===== config.mk =====
export PLATFORM = sky130hd
export DESIGN_NAME = perf_region_ctrl
export DESIGN_NICKNAME = d
export VERILOG_FILES = /design/src/rtl/perf_region_pkg.sv /design/src/rtl/perf_region_fifo.sv /design/src/rtl/perf_region_ctrl.sv
export SDC_FILE = /design/constraint.sdc
export NUM_CORES = 1
export LEC_CHECK = 0
export ABC_AREA = 1
export CAP_MARGIN = 20
export CORE_UTILIZATION = 59
export CTS_CLUSTER_SIZE = 28
export DETAILED_ROUTE_END_ITERATION = 6
export HOLD_SLACK_MARGIN = 0.12
export MAX_ROUTING_LAYER = met4
export PLACE_DENSITY = 0.79
export SLEW_MARGIN = 5
export SYNTH_ARGS = -nofsm -noshare
export SYNTH_HDL_FRONTEND = slang
export SYNTH_SLANG_ARGS = --single-unit

===== constraint.sdc =====
create_clock -name clk_i -period 5.6 [get_ports clk_i]
set_input_delay 1.12 -clock clk_i [delete_from_list [all_inputs] [get_ports clk_i]]
set_output_delay 1.12 -clock clk_i [all_outputs]
set_load 0.005 [all_outputs]

===== src/rtl/perf_region_pkg.sv =====
// Shared definitions for the performance-region controller: register map,
// FSM state encoding and the full-width record layout seen on the bus.
package perf_region_pkg;

  localparam logic [2:0] OFF_START    = 3'd0;
  localparam logic [2:0] OFF_STOP     = 3'd1;
  localparam logic [2:0] OFF_STATUS   = 3'd2;
  localparam logic [2:0] OFF_HEAD_CYC = 3'd3;
  localparam logic [2:0] OFF_HEAD_ID  = 3'd4;
  localparam logic [2:0] OFF_POP      = 3'd5;
  localparam logic [2:0] OFF_HEAD_RET = 3'd6;

  typedef enum logic {
    ST_IDLE = 1'b0,
    ST_RUN  = 1'b1
  } state_t;

  // Head record as presented on the bus, every field zero-extended.
  typedef struct packed {
    logic [7:0]  id;
    logic [31:0] cyc;
    logic [31:0] ret;
  } rec_t;

endpackage


===== src/rtl/perf_region_fifo.sv =====
// Record FIFO: synchronous push/pop with exact occupancy; pushes when full
// and pops when empty are ignored.
module perf_region_fifo #(
  parameter int Width = 8,
  parameter int Depth = 8
) (
  input  logic                       clk,
  input  logic                       rst_n,
  input  logic                       push,
  input  logic [Width-1:0]           din,
  input  logic                       pop,
  output logic [Width-1:0]           dout,
  output logic                       full,
  output logic                       empty,
  output logic [$clog2(Depth):0]     count
);

  localparam int AddrW  = $clog2(Depth);
  localparam int CountW = AddrW + 1;

  logic [Width-1:0]  mem [Depth];
  logic [AddrW-1:0]  wptr_reg, rptr_reg;
  logic [CountW-1:0] count_reg;
  logic              do_push, do_pop;

  assign full    = (count_reg == CountW'(Depth));
  assign empty   = (count_reg == '0);
  assign do_push = push && !full;
  assign do_pop  = pop && !empty;
  assign dout    = mem[rptr_reg];
  assign count   = count_reg;

  always_ff @(posedge clk) begin
    if (do_push) mem[wptr_reg] <= din;
  end

  // Depth is a power of two, so pointer overflow is the modulo wrap.
  always_ff @(posedge clk or negedge rst_n) begin
    if (!rst_n) begin
      wptr_reg  <= '0;
      rptr_reg  <= '0;
      count_reg <= '0;
    end else begin
      if (do_push) wptr_reg <= wptr_reg + AddrW'(1);
      if (do_pop)  rptr_reg <= rptr_reg + AddrW'(1);
      case ({do_push, do_pop})
        2'b10:   count_reg <= count_reg + CountW'(1);
        2'b01:   count_reg <= count_reg - CountW'(1);
        default: count_reg <= count_reg;
      endcase
    end
  end

endmodule


===== src/rtl/perf_region_ctrl.sv =====
// Region profiler: START/STOP bracket a region, cycle (and optionally retired
// instruction, macro PERF_REGION_INSTRET_EN) counts are queued per region.
module perf_region_ctrl
  import perf_region_pkg::*;
#(
  parameter int FifoDepth = 8,
  parameter int CntWidth  = 32
) (
  input  logic        clk_i,
  input  logic        rst_ni,
  input  logic        req_i,
  input  logic        we_i,
  input  logic [3:0]  be_i,
  input  logic [31:0] addr_i,
  input  logic [31:0] wdata_i,
  input  logic        instr_ret_i,
  output logic        rvalid_o,
  output logic [31:0] rdata_o
);

`ifdef PERF_REGION_INSTRET_EN
  localparam int RecW = 8 + 2 * CntWidth;
`else
  localparam int RecW = 8 + CntWidth;
`endif
  localparam int CountW = $clog2(FifoDepth) + 1;

  state_t              state_reg, state_next;
  logic [7:0]          id_reg;
  logic [CntWidth-1:0] cyc_reg, cyc_inc;
  logic                clear_cnt, stop_req;
  logic                wr, wr_start, wr_stop, wr_status, wr_pop;
  logic [2:0]          off;
  logic                ovf_reg;
  logic                full, empty;
  logic [CountW-1:0]   occ;
  logic [RecW-1:0]     din, dout;
  rec_t                head;
  logic [31:0]         rd_mux;
  logic                rvalid_reg;
  logic [31:0]         rdata_reg;
  logic                unused_sink;

  assign off       = addr_i[4:2];
  assign wr        = req_i && we_i;
  assign wr_start  = wr && (off == OFF_START);
  assign wr_stop   = wr && (off == OFF_STOP);
  assign wr_status = wr && (off == OFF_STATUS);
  assign wr_pop    = wr && (off == OFF_POP);

  always_ff @(posedge clk_i or negedge rst_ni) begin
    if (!rst_ni) state_reg <= ST_IDLE;
    else         state_reg <= state_next;
  end

  always_comb begin
    state_next = state_reg;
    clear_cnt  = 1'b0;
    stop_req   = 1'b0;
    case (state_reg)
      ST_IDLE: begin
        if (wr_start) begin
          state_next = ST_RUN;
          clear_cnt  = 1'b1;
        end
      end
      ST_RUN: begin
        if (wr_start) begin
          clear_cnt = 1'b1;
        end else if (wr_stop) begin
          stop_req   = 1'b1;
          state_next = ST_IDLE;
        end
      end
      default: state_next = ST_IDLE;
    endcase
  end

  // The recorded value is one tick ahead so the STOP cycle itself counts.
  assign cyc_inc = (&cyc_reg) ? cyc_reg : cyc_reg + CntWidth'(1);

  always_ff @(posedge clk_i or negedge rst_ni) begin
    if (!rst_ni) begin
      cyc_reg <= '0;
      id_reg  <= '0;
    end else if (clear_cnt) begin
      cyc_reg <= '0;
      id_reg  <= wdata_i[7:0];
    end else if (state_reg == ST_RUN) begin
      cyc_reg <= cyc_inc;
    end
  end

`ifdef PERF_REGION_INSTRET_EN
  logic [CntWidth-1:0] ret_reg, ret_inc, ret_final;

  assign ret_inc   = (&ret_reg) ? ret_reg : ret_reg + CntWidth'(1);
  assign ret_final = instr_ret_i ? ret_inc : ret_reg;
  assign din       = {id_reg, cyc_inc, ret_final};

  always_ff @(posedge clk_i or negedge rst_ni) begin
    if (!rst_ni)                                      ret_reg <= '0;
    else if (clear_cnt)                               ret_reg <= '0;
    else if ((state_reg == ST_RUN) && instr_ret_i)    ret_reg <= ret_inc;
  end

  assign unused_sink = ^{be_i, addr_i[31:5], addr_i[1:0], wdata_i[31:8]};
`else
  assign din         = {id_reg, cyc_inc};
  assign unused_sink = ^{be_i, addr_i[31:5], addr_i[1:0], wdata_i[31:8], instr_ret_i};
`endif

  perf_region_fifo #(
    .Width (RecW),
    .Depth (FifoDepth)
  ) u_fifo (
    .clk   (clk_i),
    .rst_n (rst_ni),
    .push  (stop_req && !full),
    .din   (din),
    .pop   (wr_pop && !empty),
    .dout  (dout),
    .full  (full),
    .empty (empty),
    .count (occ)
  );

  always_ff @(posedge clk_i or negedge rst_ni) begin
    if (!rst_ni)                  ovf_reg <= 1'b0;
    else if (wr_status)           ovf_reg <= 1'b0;
    else if (stop_req && full)    ovf_reg <= 1'b1;
  end

  always_comb begin
    head = '0;
    if (!empty) begin
      head.id  = dout[RecW-1 -: 8];
      head.cyc = 32'(dout[RecW-9 -: CntWidth]);
`ifdef PERF_REGION_INSTRET_EN
      head.ret = 32'(dout[CntWidth-1:0]);
`endif
    end
  end

  always_comb begin
    rd_mux = '0;
    case (off)
      OFF_STATUS:   rd_mux = (32'(occ) << 4) | {30'b0, ovf_reg, state_reg == ST_RUN};
      OFF_HEAD_CYC: rd_mux = head.cyc;
      OFF_HEAD_ID:  rd_mux = {24'b0, head.id};
      OFF_HEAD_RET: rd_mux = head.ret;
      default:      rd_mux = '0;
    endcase
  end

  always_ff @(posedge clk_i or negedge rst_ni) begin
    if (!rst_ni) begin
      rvalid_reg <= 1'b0;
      rdata_reg  <= '0;
    end else begin
      rvalid_reg <= req_i;
      rdata_reg  <= (req_i && !we_i) ? rd_mux : '0;
    end
  end

  assign rvalid_o = rvalid_reg;
  assign rdata_o  = rdata_reg;

endmodule


==> metrics.yaml, run 1 <==
outcome: "finished clean"
grt_util_all_layers: 0.275
synth_edf_count: 320
critPathArrivalTime_ns: 3.64
cts_sinks: 405
synth_top_cell_area_share: 0.570
drv_slew: 0
detailed_route_vias_per_instance: 5.77
tritoncts: "built"
die_area_um2: 29300
p_leak_nw: 7.20
cpMostUsedCell: "sky130_fd_sc_hd__nand2_1"
max_freq_mhz: 289
post-cts-setup-buffers: 0
vdd.ir_drop.worst_mv: 0.362
final.setup_skew_ns: 0.0172
maxCapViolCount: 0
synth-adder-area-share: 0.00564
maximum_cell_stage_delay_along_the_critical_path_ns: 0.58
grt_antenna_before_repair: 0
final_min_period_over_clock_period: 0.617
synth_top_cells_by_area: "sky130_fd_sc_hd__edfxtp_1, sky130_fd_sc_hd__dfrtp_1, sky130_fd_sc_hd__nand2_1"
crit_path_end_kind: "register"
placement.io_buffers: 47
cp_data_required_time_ns: 5.79
post_synth_instance_area_um2: 16900
timing.final.hold_violations: 0
synth_seq_area_share: 0.696
tightest_slew_ns: 1.11
layout-drive-gt1-share: 0.0805
fin_total_pwr_mw: 8.15
synthCells: 1541
yosysTopAreaCell: "sky130_fd_sc_hd__edfxtp_1"
grt_pass1_wl_um: 59000
path_cells: "clkdlybuf4s50_1, nand2_1, nor2_1, and3_1, nand2_1, inv_1, nand2_1, nor2_4, buf_4"
hold_path.class: "register to register"
critPathKind: "input port to register"
critical_path.slowest_cell: "sky130_fd_sc_hd__nor2_4"
max-clock-path-buffers: 3
yosys_warnings: 0
post_dp_hpwl_um: 21900
core_area_um2: 27900
ctsHtreeMaxLevel: 2
ys.flop_type: "sky130_fd_sc_hd__edfxtp_1"
routabilityCongestion: 0.973
rows: 61
cts-buffers-inserted: 40
synth_compound_area_frac: 0.0745
slew_headroom: 0.261
yosys.area_share.xor_xnor: 0.00935
period_needed_ns: 3.46
clkLatencyLatePin_ns: 0.53
place_inst: 1917
postSynth.asyncResetShare: 0.210
final_stage_net_count: 1662
synth.avg_cell_area_um2: 10.9
synth_simple_gate_area_frac: 0.182
grt_pass1_vias: 11300
die_width_um: 171
synth_top_family_by_area: "simple AND/OR/NAND/NOR gates"
worstSetupStartpointType: "input port"
grt-ovfl-total: 0
power-per-cell-area_nw_per_um2: 428
ant_nets_after_route: 0
hold_buffers: 0
layout.filler_cells: 1986
wl_per_cell_um: 19.1
yosys_register_bits: 405
setup_viol: 0
first_pass_iters: 6
num_antenna_cells: 0
area_delta_synth_final_pct: 12.9
effective_utilization_at_floorplan: 0.604
synth.mux.area_fraction: 0
synth_cell_types: 37
drt_first_iter_violations: 1200
final-instance-count-excl-fill: 1992
drcViolationCount: 0
route.vias.total: 11500
flip_flop_count_of_the_largest_register_after_layout: 320
grt_setup_unrepaired: "no"
io-pin-count: 106
clockRootBuffer: "sky130_fd_sc_hd__clkbuf_16"
synthesis.nets: 1621
clock_pin_slew_on_the_worst_setup_and_hold_paths_ns: 0.06
grt_max_degree: 113
final_tns_setup_ns: 0
fp.dieH_um: 171
post_cts_resize_count: 0
crit_fanout: 21
drt-total-wl_um: 38000
cell type report:
| type | count | area (µm²) | area share |
|---|---|---|---|
| sequential | 405 | 11700 | 0.616 |
| multi-input combinational | 1006 | 4630 | 0.243 |
| clock buffer | 62 | 1160 | 0.0612 |
| timing repair buffer | 71 | 668 | 0.0351 |
| tap | 378 | 473 | 0.0248 |
| inverter | 58 | 220 | 0.0116 |
| clock inverter | 12 | 145 | 0.00762 |
cell usage in the layout (no fill, tap or decap), types with 3 or more instances in the layout:
cell,count
sky130_fd_sc_hd__inv_1,53
sky130_fd_sc_hd__inv_6,3
sky130_fd_sc_hd__nor3_1,5
sky130_fd_sc_hd__o21ai_1,16
sky130_fd_sc_hd__a21oi_1,6
sky130_fd_sc_hd__bufinv_16,3
sky130_fd_sc_hd__ha_1,6
sky130_fd_sc_hd__nand2_1,315
sky130_fd_sc_hd__clkbuf_16,41
sky130_fd_sc_hd__nand3_1,84
sky130_fd_sc_hd__xnor2_1,6
sky130_fd_sc_hd__clkbuf_1,15
sky130_fd_sc_hd__nor2_1,285
sky130_fd_sc_hd__buf_4,24
sky130_fd_sc_hd__nor2_2,6
sky130_fd_sc_hd__clkdlybuf4s50_1,46
sky130_fd_sc_hd__nor2_4,4
sky130_fd_sc_hd__xor2_1,12
sky130_fd_sc_hd__o21ai_0,159
sky130_fd_sc_hd__o22ai_1,50
sky130_fd_sc_hd__nor3_2,7
sky130_fd_sc_hd__dfrtp_1,83
sky130_fd_sc_hd__and2_1,8
sky130_fd_sc_hd__edfxtp_1,320
sky130_fd_sc_hd__nand2_2,23
sky130_fd_sc_hd__a21o_1,3
sky130_fd_sc_hd__clkinv_1,5
sky130_fd_sc_hd__clkbuf_8,6
cells in the mapped netlist (all sizes together), types with 2 or more instances:
cell	number
clkbuf	44
o22ai	50
nand4	2
nor3	12
xnor2	6
nor2	296
clkinv	2
a21oi	6
nand2	338
o21ai	175
edfxtp	320
ha	6
and2	8
inv	56
dfrtp	85
xor2	12
a21o	3
nand3	86
buf	28
path summary, 6_finish.rpt:
| check | startpoint | to | slack, ns | depth (start not counted) |
|---|---|---|---|---|
| setup / recovery | req_i | u_fifo.mem[3][10]$_DFFE_PP_ | 2.14 | 9 |
| hold / removal | ovf_reg$_DFFE_PN0P_ | rdata_o[1]$_DFF_PN0_ | 0.48 | 2 |
| setup reg to reg | u_fifo.rptr_reg[0]$_DFFE_PN0P_ | rdata_o[4]$_DFF_PN0_ | 2.74 | 9 |
| hold reg to reg | ovf_reg$_DFFE_PN0P_ | rdata_o[1]$_DFF_PN0_ | 0.48 | 2 |
| max in group asynchronous | rst_ni | u_fifo.rptr_reg[0]$_DFFE_PN0P_ | 3.89 | 2 |
| min in group asynchronous | rst_ni | rdata_o[20]$_DFF_PN0_ | 0.62 | 1 |
stage by stage:
stage,hold WS [ns],area [µm²],setup slack [ns],utilization
after floorplan,0.450,16900,0.546,-
after global placement,0.465,17700,1.72,0.634
after detailed placement,0.474,17700,1.63,0.634
after CTS,0.487,19000,2.15,0.681
after global routing,0.533,19000,2.00,0.682
final,0.484,19000,2.14,0.682
layer usage:
metal,GRT usage,wire length (µm),vias to the layer above
met2,0.445,18500,520
li1,-,-,5351
met1,0.357,15500,5548
met5,-,0,-
met3,0.0412,3180,66
met4,0.0947,839,0
cell families (layout without fill, tap and decap cells):
family | after synthesis | count (layout)
AOI/OAI and AO/OA | 236 | 236
DFF | 405 | 405
xor gates and xnor gates | 18 | 18
and+or+nand+nor | 745 | 745
adders and majority gates | 7 | 7
buffers and inverters | 130 | 203
critical path, delay by kind of cell:
family        cells  cell delay [ns]
buf+inv           3             1.11
simple gates      6             1.39
power by group:
part	switching [mW]	total [mW]	internal [mW]
Combinational	1.31	1.87	0.557
Clock	1.08	2.66	1.58
Sequential	0.196	3.62	3.43
Total	2.59	8.15	5.56
Power figures use the tool's default switching activity.
==> run 2, diff against run 1 <==
Clock period 5.6 ns to 3.4 ns, I/O delays scaled along.
==> run 2 against run 1 <==
Compared with the run above: sequential share of layout area shrank 0.34 points; highest routed layer unchanged; critical path depth grew 3; largest cell class unchanged; final cell count grew 0.10%; global-route usage grew 0.44 points; via count grew 0.93%; first-iteration DRC count shrank 2.1%.
==> metrics.yaml, run 2 (same netlist as run 1, synthesis figures left out) <==
post-cts-setup-buffers: 0
clockRootBuffer: "sky130_fd_sc_hd__clkbuf_16"
worstSetupPathDepth: 12
drv_slew: 0
area_delta_synth_final_pct: 13.5
cpMostUsedCell: "sky130_fd_sc_hd__nand2_1"
flip_flop_count_of_the_largest_register_after_layout: 320
cts-buffers-inserted: 40
p_leak_nw: 7.23
path_cells: "clkdlybuf4s50_1, nand2_1, nor2_1, and3_1, nand2_1, ha_1, ha_1, a21oi_1, nand2_1, a21oi_1, o21ai_0, xor2_1"
outcome: "finished clean"
timing.reg2reg.worst_path_depth: 9
critPathKind: "input port to register"
timing.critical_path.max_delay_family: "simple AND/OR/NAND/NOR gates"
final-instance-count-excl-fill: 1994
slew_headroom: 0.300
grt_pass1_wl_um: 59900
drcViolationCount: 0
place_inst: 1920
dp_slack_ns: 0.254
critical_path.slowest_cell: "sky130_fd_sc_hd__clkdlybuf4s50_1"
rows: 61
period_needed_ns: 2.61
grt-ovfl-total: 0
clock_pin_slew_on_the_worst_setup_and_hold_paths_ns: 0.06
placement.io_buffers: 47
seq_area_um2: 11700
core_area_um2: 27900
effective_utilization_at_floorplan: 0.604
num_antenna_cells: 0
max-clock-path-buffers: 3
mostFrequentLayoutCell: "sky130_fd_sc_hd__edfxtp_1"
max_freq_mhz: 384
layout-drive-gt1-share: 0.0804
final.setup_skew_ns: 0.0190
routabilityCongestion: 0.936
fp.dieH_um: 171
io-pin-count: 106
critical_path.n_buffers_inverters: 1
ctsHtreeMaxLevel: 2
fin_total_pwr_mw: 13.4
critPathArrivalTime_ns: 3.01
hold_path.class: "input port to asynchronous set/reset pin"
ant_nets_after_route: 0
power-per-cell-area_nw_per_um2: 698
cts_sinks: 405
grt_util_all_layers: 0.279
crit_fanout: 5
maxCapViolCount: 0
die_area_um2: 29300
vdd.ir_drop.worst_mv: 0.537
mostFrequentLayoutCells: "sky130_fd_sc_hd__edfxtp_1, sky130_fd_sc_hd__nand2_1, sky130_fd_sc_hd__nor2_1, sky130_fd_sc_hd__o21ai_0, sky130_fd_sc_hd__nand3_1"
maximum_cell_stage_delay_along_the_critical_path_ns: 0.50
multi_input_area_um2: 4650
worstSetupStartpointType: "input port"
grt_setup_unrepaired: "no"
grt_antenna_before_repair: 0
die_width_um: 171
cp_data_required_time_ns: 3.81
grt_max_degree: 118
final_stage_net_count: 1664
timing.hold.ws_ns: 0.216
clkLatencyLatePin_ns: 0.54
post_dp_hpwl_um: 21200
hold_buffers: 0
drt-total-wl_um: 38200
timing.final.hold_violations: 0
post_cts_resize_count: 0
finalWorstSetupSlack_ns: 0.793
crit_path_end_kind: "register"
wl_per_cell_um: 19.2
tightest_slew_ns: 1.05
final_min_period_over_clock_period: 0.767
final_tns_setup_ns: 0
first_pass_iters: 5
grt_pass1_vias: 11200
layout.filler_cells: 1980
route.vias.total: 11600
detailed_route_vias_per_instance: 5.81
setup_viol: 0
drt_first_iter_violations: 1175
tritoncts: "built"
[run 2: cell types whose count changed in the layout (fill, tap and decap cells not counted), sizes merged]
cell / change
clkinv: +3
buf: +2
clkbuf: -1
clkinvlp: -1
inv: -1
[run 2: through the flow]
step	area [µm²]	utilization
after global placement	17900	0.640
final	19200	0.686
after floorplan	16900	-
after global routing	19200	0.686
after CTS	19200	0.686
after detailed placement	17900	0.640
[run 2: final cells by class]
class | count | area share
sequential | 405 | 0.613
multi-input combinational | 1006 | 0.243
clock buffer | 61 | 0.0596
timing repair buffer | 73 | 0.0412
tap | 378 | 0.0247
inverter | 58 | 0.0115
clock inverter | 13 | 0.00745
[run 2: path summary, 6_finish.rpt]
path / startpoint / end / slack (ns)
worst max-delay path: we_i / u_fifo.count[3]$_DFFE_PN0P_ / 0.79
worst min-delay path: rst_ni / id_reg[3]$_DFFE_PN0N_ / 0.22
worst max register to register: cyc_reg[1]$_DFFE_PN0P_ / cyc_reg[2]$_DFFE_PN0P_ / 0.86
worst min register to register: ovf_reg$_DFFE_PN0P_ / rdata_o[1]$_DFF_PN0_ / 0.51
max in group asynchronous: rst_ni / rdata_o[25]$_DFF_PN0_ / 2.37
min in group clk_i: ovf_reg$_DFFE_PN0P_ / rdata_o[1]$_DFF_PN0_ / 0.51
[run 2: routing by layer]
layer	track usage	share of wire	up-vias	wire (µm)
li1	-	-	5369	-
met1	0.376	0.41	5666	15700
met2	0.451	0.49	490	18800
met3	0.0354	0.081	67	3080
met4	0.0780	0.018	0	699
met5	-	0	-	0
[run 2: power breakdown]
group | internal, mW | total, mW | leakage [nW] | switching, mW
Sequential | 5.65 | 5.98 | 4.08 | 0.333
Clock | 2.55 | 4.30 | 0.626 | 1.75
Combinational | 0.946 | 3.09 | 2.52 | 2.15
Total | 9.14 | 13.4 | 7.23 | 4.23
==> run 3, diff against run 2 <==
Clock period 3.4 ns to 2.7 ns, I/O delays scaled along.
==> run 3 against run 2 <==
Compared with the run above: register-to-register slack worse by 0.56 ns; first-iteration DRC count is 26% higher; global-route usage is 1.2 points higher; sequential power is 25% higher; count of clock-buffer cells in the layout is 1 lower; sequential share of layout area is 1.3 points lower; worst setup slack worse by 0.52 ns; clock power is 34% higher; sequential cell count stayed put; core utilization is 1.5 points higher; via count is 2.3% higher; critical endpoint unchanged.
==> metrics.yaml, run 3 (same netlist as run 1, synthesis figures left out) <==
first_pass_iters: 6
drt-total-wl_um: 40100
grt_antenna_before_repair: 0
drv_slew: 0
slew_headroom: 0.487
area_delta_synth_final_pct: 16.0
cp_data_required_time_ns: 3.11
maxCapViolCount: 0
grt_setup_unrepaired: "no"
grt_max_degree: 81
path_cells: "clkdlybuf4s50_1, nand2_1, nor2_1, and3_1, nand2_1, ha_1, ha_1, a21oi_1, nand2_1, a21oi_1, o21ai_0, xor2_1"
cts_sinks: 405
cpMostUsedCell: "sky130_fd_sc_hd__nand2_1"
clockRootBuffer: "sky130_fd_sc_hd__clkbuf_16"
timing.critical_path.max_delay_family: "simple AND/OR/NAND/NOR gates"
clkLatencyLatePin_ns: 0.54
worstSetupStartpointType: "input port"
ctsHtreeMaxLevel: 2
period_needed_ns: 2.43
final_stage_net_count: 1692
postLayoutCoreUtil: 0.700
mostFrequentLayoutCells: "sky130_fd_sc_hd__edfxtp_1, sky130_fd_sc_hd__nand2_1, sky130_fd_sc_hd__nor2_1, sky130_fd_sc_hd__o21ai_0, sky130_fd_sc_hd__nand3_1"
timing.final.hold_violations: 0
final-instance-count-excl-fill: 2022
p_leak_nw: 7.47
drcViolationCount: 0
ant_nets_after_route: 0
drt_first_iter_violations: 1476
critical_path.n_buffers_inverters: 1
dp_slack_ns: -0.256
setup_viol: 0
effective_utilization_at_floorplan: 0.604
mostFrequentLayoutCell: "sky130_fd_sc_hd__edfxtp_1"
outcome: "finished clean"
critPathArrivalTime_ns: 2.84
timing.hold.ws_ns: 0.514
route.vias.total: 11900
grt_util_all_layers: 0.291
finalWorstSetupSlack_ns: 0.274
maximum_cell_stage_delay_along_the_critical_path_ns: 0.50
core_area_um2: 27900
layout-drive-gt1-share: 0.0991
vdd.ir_drop.worst_mv: 0.603
clock_pin_slew_on_the_worst_setup_and_hold_paths_ns: 0.06
post-cts-setup-buffers: 0
max-clock-path-buffers: 3
grt_pass1_wl_um: 61900
post_dp_hpwl_um: 23700
critical_path.slowest_cell: "sky130_fd_sc_hd__clkdlybuf4s50_1"
max_freq_mhz: 412
grt_pass1_vias: 11600
die_area_um2: 29300
place_inst: 1947
detailed_route_vias_per_instance: 5.86
crit_path_end_kind: "register"
wl_per_cell_um: 19.8
final_min_period_over_clock_period: 0.899
num_antenna_cells: 0
die_width_um: 171
final.setup_skew_ns: 0.0262
tightest_slew_ns: 0.764
io-pin-count: 106
crit_fanout: 5
power-per-cell-area_nw_per_um2: 892
grt-ovfl-total: 0
fin_total_pwr_mw: 17.5
critPathKind: "input port to register"
cts-buffers-inserted: 40
routabilityCongestion: 0.927
fp.dieH_um: 171
rows: 61
tritoncts: "built"
placement.io_buffers: 47
hold_path.class: "register to register"
flip_flop_count_of_the_largest_register_after_layout: 320
## run 3: cell type report
| type | instances | area (µm²) |
|---|---|---|
| Multi-Input combinational cell | 1006 | 4670 |
| Fill cell | 1904 | 8370 |
| Timing Repair Buffer | 101 | 1080 |
| Sequential cell | 405 | 11700 |
| Clock buffer | 60 | 1180 |
| Clock inverter | 14 | 203 |
| Inverter | 58 | 220 |
| Tap cell | 378 | 473 |
## run 3: repair_timing
action | CTS | global route
hold buffers | 1 | 0
hold endpoints to repair | 38 | 0
gates resized for setup | 0 | 0
## run 3: worst min-delay path: cells and delay by family, from the launching register on
family / cells / cell delay [ns]
AND/OR/NAND/NOR: 2 / 0.13
flip-flops: 1 / 0.36
## run 3: where the power goes
| group | leakage (nW) | switching, mW | internal [mW] |
|---|---|---|---|
| combinational | 2.71 | 2.89 | 1.31 |
| clock | 0.674 | 2.25 | 3.51 |
| sequential | 4.08 | 0.384 | 7.11 |
## run 3: metrics by stage
stage	instance area [µm²]	setup TNS [ns]
2_1_floorplan	16900	-82.19
3_3_place_gp	18200	-21.73
3_5_place_dp	18200	-53.69
4_1_cts	19600	0
5_1_grt	19600	0
6_report	19600	0
## run 3: worst paths after layout
check | startpoint | to | slack [ns] | cells after the start
worst min-delay path | ovf_reg$_DFFE_PN0P_ | rdata_o[1]$_DFF_PN0_ | 0.51 | 2
max in group asynchronous | rst_ni | cyc_reg[23]$_DFFE_PN0P_ | 1.47 | 3
worst max-delay path | req_i | u_fifo.count[3]$_DFFE_PN0P_ | 0.27 | 12
worst max register to register | cyc_reg[1]$_DFFE_PN0P_ | u_fifo.mem[6][19]$_DFFE_PP_ | 0.30 | 8
min in group asynchronous | rst_ni | id_reg[2]$_DFFE_PN0N_ | 0.53 | 2
worst min register to register | ovf_reg$_DFFE_PN0P_ | rdata_o[1]$_DFF_PN0_ | 0.51 | 2
## run 3: layer usage
metal  wire, µm  GRT usage  vias up
li1           -          -     5417
met5          0          -        -
met2      19800      0.469      645
met4       1030     0.0978        0
met3       3770     0.0463       92
met1      15500      0.379     5699
